==> src/rtl/zigzag_rle_block_decoder.sv <==
// Rebuilds an 8x8 block of quantized coefficients from (run, level) symbols
// and drains it in raster order. Input and output phases alternate on one buffer.
module zigzag_rle_block_decoder #(
    parameter int unsigned W      = 25,
    parameter int unsigned ZIGZAG = 1
) (
    input  logic         clk,
    input  logic         rst,
    input  logic         sym_valid,
    output logic         sym_ready,
    input  logic         sym_eob,
    input  logic [5:0]   sym_run,
    input  logic [W-1:0] sym_level,
    output logic         coef_valid,
    input  logic         coef_ready,
    output logic [W-1:0] coef_out,
    output logic [5:0]   coef_index,
    output logic         coef_last,
    output logic         blk_err
);
    localparam int unsigned NCOEF = 64;
    localparam int unsigned PW    = 7;

    // Scan position -> raster address (JPEG zigzag order).
    localparam logic [5:0] ZZ_TAB [NCOEF] = '{
        6'd0,  6'd1,  6'd8,  6'd16, 6'd9,  6'd2,  6'd3,  6'd10,
        6'd17, 6'd24, 6'd32, 6'd25, 6'd18, 6'd11, 6'd4,  6'd5,
        6'd12, 6'd19, 6'd26, 6'd33, 6'd40, 6'd48, 6'd41, 6'd34,
        6'd27, 6'd20, 6'd13, 6'd6,  6'd7,  6'd14, 6'd21, 6'd28,
        6'd35, 6'd42, 6'd49, 6'd56, 6'd57, 6'd50, 6'd43, 6'd36,
        6'd29, 6'd22, 6'd15, 6'd23, 6'd30, 6'd37, 6'd44, 6'd51,
        6'd58, 6'd59, 6'd52, 6'd45, 6'd38, 6'd31, 6'd39, 6'd46,
        6'd53, 6'd60, 6'd61, 6'd54, 6'd47, 6'd55, 6'd62, 6'd63
    };

    typedef enum logic {FILL, DRAIN} state_t;

    state_t           state, state_d;
    logic [PW-1:0]    pos, pos_d;
    logic [5:0]       rd_idx, rd_idx_d;
    logic [NCOEF-1:0] mask, mask_d;
    logic             sym_ready_d, coef_valid_d, coef_last_d, blk_err_d;
    logic [W-1:0]     coef_out_d;
    logic [W-1:0]     coef_mem [NCOEF];

    logic [PW-1:0]    pos_sum;
    logic             wr_en;
    logic [5:0]       wr_addr;
    logic [W-1:0]     wr_data;
    logic [5:0]       rd_next;

    assign pos_sum    = pos + PW'(sym_run);
    assign wr_addr    = (ZIGZAG != 0) ? ZZ_TAB[pos_sum[5:0]] : pos_sum[5:0];
    assign wr_data    = (sym_level[W-2:0] == '0) ? '0 : sym_level;
    assign rd_next    = rd_idx + 6'd1;
    assign coef_index = rd_idx;

    // Next-state and registered-output logic.
    always_comb begin
        state_d      = state;
        pos_d        = pos;
        rd_idx_d     = rd_idx;
        mask_d       = mask;
        sym_ready_d  = sym_ready;
        coef_valid_d = coef_valid;
        coef_out_d   = coef_out;
        coef_last_d  = coef_last;
        blk_err_d    = blk_err;
        wr_en        = 1'b0;

        case (state)
            FILL: begin
                sym_ready_d = 1'b1;
                if (sym_valid && sym_ready) begin
                    if (sym_eob) begin
                        state_d = DRAIN;
                    end else if (pos_sum > PW'(63)) begin
                        state_d   = DRAIN;
                        blk_err_d = 1'b1;
                    end else begin
                        wr_en           = 1'b1;
                        mask_d[wr_addr] = 1'b1;
                        pos_d           = pos_sum + PW'(1);
                        if (pos_sum == PW'(63)) state_d = DRAIN;
                    end
                end
                if (state_d == DRAIN) begin
                    // A closing write always lands on raster 63, so entry 0 is settled here.
                    rd_idx_d     = 6'd0;
                    sym_ready_d  = 1'b0;
                    coef_valid_d = 1'b1;
                    coef_last_d  = 1'b0;
                    coef_out_d   = mask[0] ? coef_mem[0] : '0;
                end
            end
            DRAIN: begin
                if (coef_valid && coef_ready) begin
                    rd_idx_d = rd_next;
                    if (coef_last) begin
                        state_d      = FILL;
                        pos_d        = '0;
                        mask_d       = '0;
                        blk_err_d    = 1'b0;
                        coef_valid_d = 1'b0;
                        sym_ready_d  = 1'b1;
                        coef_out_d   = '0;
                        coef_last_d  = 1'b0;
                    end else begin
                        coef_last_d = (rd_next == 6'd63);
                        coef_out_d  = mask[rd_next] ? coef_mem[rd_next] : '0;
                    end
                end
            end
            default: state_d = FILL;
        endcase
    end

    always_ff @(posedge clk or negedge rst) begin
        if (!rst) begin
            state      <= FILL;
            pos        <= '0;
            rd_idx     <= '0;
            mask       <= '0;
            sym_ready  <= 1'b0;
            coef_valid <= 1'b0;
            coef_out   <= '0;
            coef_last  <= 1'b0;
            blk_err    <= 1'b0;
        end else begin
            state      <= state_d;
            pos        <= pos_d;
            rd_idx     <= rd_idx_d;
            mask       <= mask_d;
            sym_ready  <= sym_ready_d;
            coef_valid <= coef_valid_d;
            coef_out   <= coef_out_d;
            coef_last  <= coef_last_d;
            blk_err    <= blk_err_d;
        end
    end

    // Coefficient storage; unwritten entries are masked to zero on read.
    always_ff @(posedge clk) begin
        if (wr_en) coef_mem[wr_addr] <= wr_data;
    end

endmodule

==> config.mk <==
export PLATFORM = sky130hd
export DESIGN_NAME = zigzag_rle_block_decoder
export DESIGN_NICKNAME = d
export VERILOG_FILES = /design/src/rtl/zigzag_rle_block_decoder.sv
export SDC_FILE = /design/constraint.sdc
export NUM_CORES = 2
export LEC_CHECK = 0
export ABC_AREA = 1
export CAP_MARGIN = 5
export CORE_MARGIN = 3
export CORE_UTILIZATION = 47
export DETAILED_ROUTE_END_ITERATION = 10
export PLACE_DENSITY = 0.66
export SYNTH_ARGS = -nofsm -noshare
export SYNTH_HDL_FRONTEND = slang
export SYNTH_SLANG_ARGS = --single-unit
==> constraint.sdc <==
create_clock -name clk -period 6.21 [get_ports clk]
set_input_delay 1.863 -clock clk [delete_from_list [all_inputs] [get_ports clk]]
set_output_delay 1.863 -clock clk [all_outputs]
set_load 0.005 [all_outputs]
==> impl_metrics.ini <==
[logic_synthesis]
ys_warn_count = 0
synthCells = 6461
synth_ff_type = edfxtp_1
synth-edff-count = 1600
ys_types = 39
synth.largest_area_cell = edfxtp_1
avgSynthCellArea_sq_um = 11.1
yosysTopAreaCellShare = 0.669
ys_ff_latch = 1707
syn_area_sq_um = 71800
syn_nets = 6520
async_flop_share = 0.0627
synth.top_cells.by_area = edfxtp_1 67%, nand2_1 12%, nand3_1 10%
synth-seq-area-share = 0.707

[clock_network]
numClockSinks = 1707
cts-root-buf = clkbuf_16
ctsResizeCount = 0
cts_tree = built
clkLatencyLatePin_ns = 0.80
cts_setup_buffers = 0
clock_path_buffers = 3
cts.clk_slew.worst_paths_ns = 0.06
cts_hold_buf = 0
htree_levels = 4
numCtsBuffers = 169

[setup_path]
r2r_slack_ns = 1.39
startpoint = sym_run[0]
critPathMostFrequentCell = nand2_1
crit_type = input port to flip-flop
r2r_cells = 11
arrival_ns = 5.36
crit_slowest_cell = fa_1
cp_max_fo = 22
reg2reg_to = coef_out[1]
critical_path.max_stage_delay_ns = 0.65
r2r_start = coef_index[0]
required_ns = 6.69
path_cells = clkdlybuf4s50_1, ha_1, fa_1, inv_1, ha_1, o21ai_0, nand2_1, nand2_1, nand2_1, nand2_1, nand2_1, nand2_8, inv_8, nor2_8, nand2_1, nor2_2, buf_12
startpoint_type = input port
cp-end-kind = flip-flop

[route]
wl_per_cell_um = 24.0
first_iter_violations = 6673
routed_via_density = 5.78
postRouteAntennaNets = 0
drc_errors = 0
dr_total_vias = 49600
drt_wl_total_um = 206000
dr.pass1.iters = 7

[grt]
antenna_found_initial = 11
grt_max_degree = 214
grt_pass1_wl_um = 304000
grt_util_all_layers = 0.259
grt_pass1_vias = 46600
overflow = 0

[timing]
rsz0062_at_grt = false
hold_violations = 0
fin_skew_ns = 0.0299
final_max_slew_viol_count = 0
slew_headroom = 0.173
layout_setup_ws_ns = 1.33
min_period_over_period = 0.786
fin_crit_ns = 4.88
tightest_slew_ns = 1.24
setup_viol = 0
setup_tns_ns = 0
max_freq_mhz = 205

[floorplanning]
dieArea_sq_um = 157000
die_y_um = 397
rows = 142
core-area_sq_um = 151000
initial_utilization = 0.476
ios = 71
die_x_um = 397

[place]
io_buffers = 70
pre_cts_slack_ns = 0.565
place_congestion = 0.907
dp_hpwl_um = 118000

[hold_path]
hold_class = flip-flop to flip-flop
min-delay-start = pos[2]
holdPathStages = 2
worstHoldEndpoint = pos[2]

[pwr]
p_int_uw = 22900
powerDensity_nw_per_um2 = 494
pwr-share-seq = 0.330
swShare = 0.425
ir_drop_v = 0.000465
p_sw_uw = 16900
clock_power_share = 0.246
p_leak_uw = 0.0290
power_frac_comb = 0.424

[final_layout]
finalNetCount = 6476
drive_gt1_frac = 0.0857
area_delta_synth_final_pct = 12.5

[status]
run_status = finished clean

[job]
maxCapViolCount = 0
==> cell families (layout without fill, tap and decap cells) <==
| logic type | Yosys count | in the layout | share of synthesized area |
|---|---|---|---|
| flops | 1707 | 1707 | 0.707 |
| buf+inv | 558 | 652 | 0.0342 |
| simple gates | 3900 | 3900 | 0.235 |
| other cells | 0 | 5 | 0 |
| fa+ha+maj | 23 | 23 | 0.00411 |
| compound gates | 268 | 268 | 0.0191 |
| xor+xnor | 5 | 5 | 0.000610 |
==> flip-flops by register name, indices dropped and copies added (netlist names), 6 cells and up <==
name,flops
coef_mem,1600
pos,7
coef_out,25
coef_index,6
mask,64
==> power by group through the flow <==
stage	clock [uW]	sequential [uW]	combinational, uW
finish	9800	13200	16900
global route	10300	13200	18200
CTS	9900	13200	16600
detailed placement	0	13400	16600
global placement	0	13400	16400
floorplan	0	13300	10700
==> layout make-up <==
type	instances	area, sq um
Antenna cell	5	12.5
Clock buffer	227	4640
Clock inverter	82	608
Fill cell	12600	70100
Inverter	108	432
Multi-Input combinational cell	4196	18900
Sequential cell	1707	50700
Tap cell	2016	2520
Timing Repair Buffer	235	2880
==> synth_stat cells (21+ instances only) <==
library cell,count
a21oi_1,166
buf_1,56
buf_2,136
nand3_1,1470
inv_1,97
clkbuf_1,229
nand2_1,2233
ha_1,22
buf_6,21
edfxtp_1,1600
o21ai_0,83
dfrtp_1,107
nor2_1,131
==> layout by cell type, fill, tap and decap left out, types with 65 or more instances in the layout <==
cell type and count:
nand3_1 1469, inv_1 94, buf_12 85, o21ai_0 83, a21oi_1 166, dfrtp_1 106
clkbuf_16 176, nor2_1 65, nand2_1 2232, buf_4 81, edfxtp_1 1600
==> critical path, delay by kind of cell <==
family | cells | cell delay (ns)
and+or+nand+nor | 9 | 1.18
buffers and inverters | 4 | 0.96
AOI/OAI and AO/OA | 1 | 0.18
adders and majority gates | 3 | 1.13
==> how the worst max path moves through the flow <==
stage / to / slack (ns) / depth (start not counted)
global placement: coef_mem[24][24] / 0.56 / 17
CTS: coef_mem[24][4] / 1.37 / 17
finish: coef_mem[24][0] / 1.33 / 17
detailed placement: coef_mem[24][14] / 0.56 / 17
floorplan: coef_mem[40][0] / 0.62 / 16
global route: coef_mem[24][4] / 1.15 / 17
==> metrics by stage <==
| step | hold WS, ns | instance area, sq um | util | instances | power [uW] |
|---|---|---|---|---|---|
| after global routing | 0.515 | 80700 | 0.535 | 8571 | 41700 |
| after global placement | 0.470 | 75500 | 0.500 | 8262 | 29800 |
| final | 0.494 | 80700 | 0.535 | 8576 | 39900 |
| after detailed placement | 0.480 | 75500 | 0.500 | 8262 | 30000 |
| after floorplan | 0.453 | 71800 | - | 6461 | 23900 |
| after CTS | 0.499 | 80700 | 0.535 | 8571 | 39700 |
==> routing by layer <==
layer,wire length [um],part of all wire,vias up,GRT usage
li1,-,-,22400,-
met1,83400,0.40,24200,0.376
met2,93300,0.45,2646,0.393
met3,21100,0.10,372,0.0397
met4,8210,0.040,0,0.104
met5,0,0,-,0
Note: power is estimated with default switching activity, not from simulation.
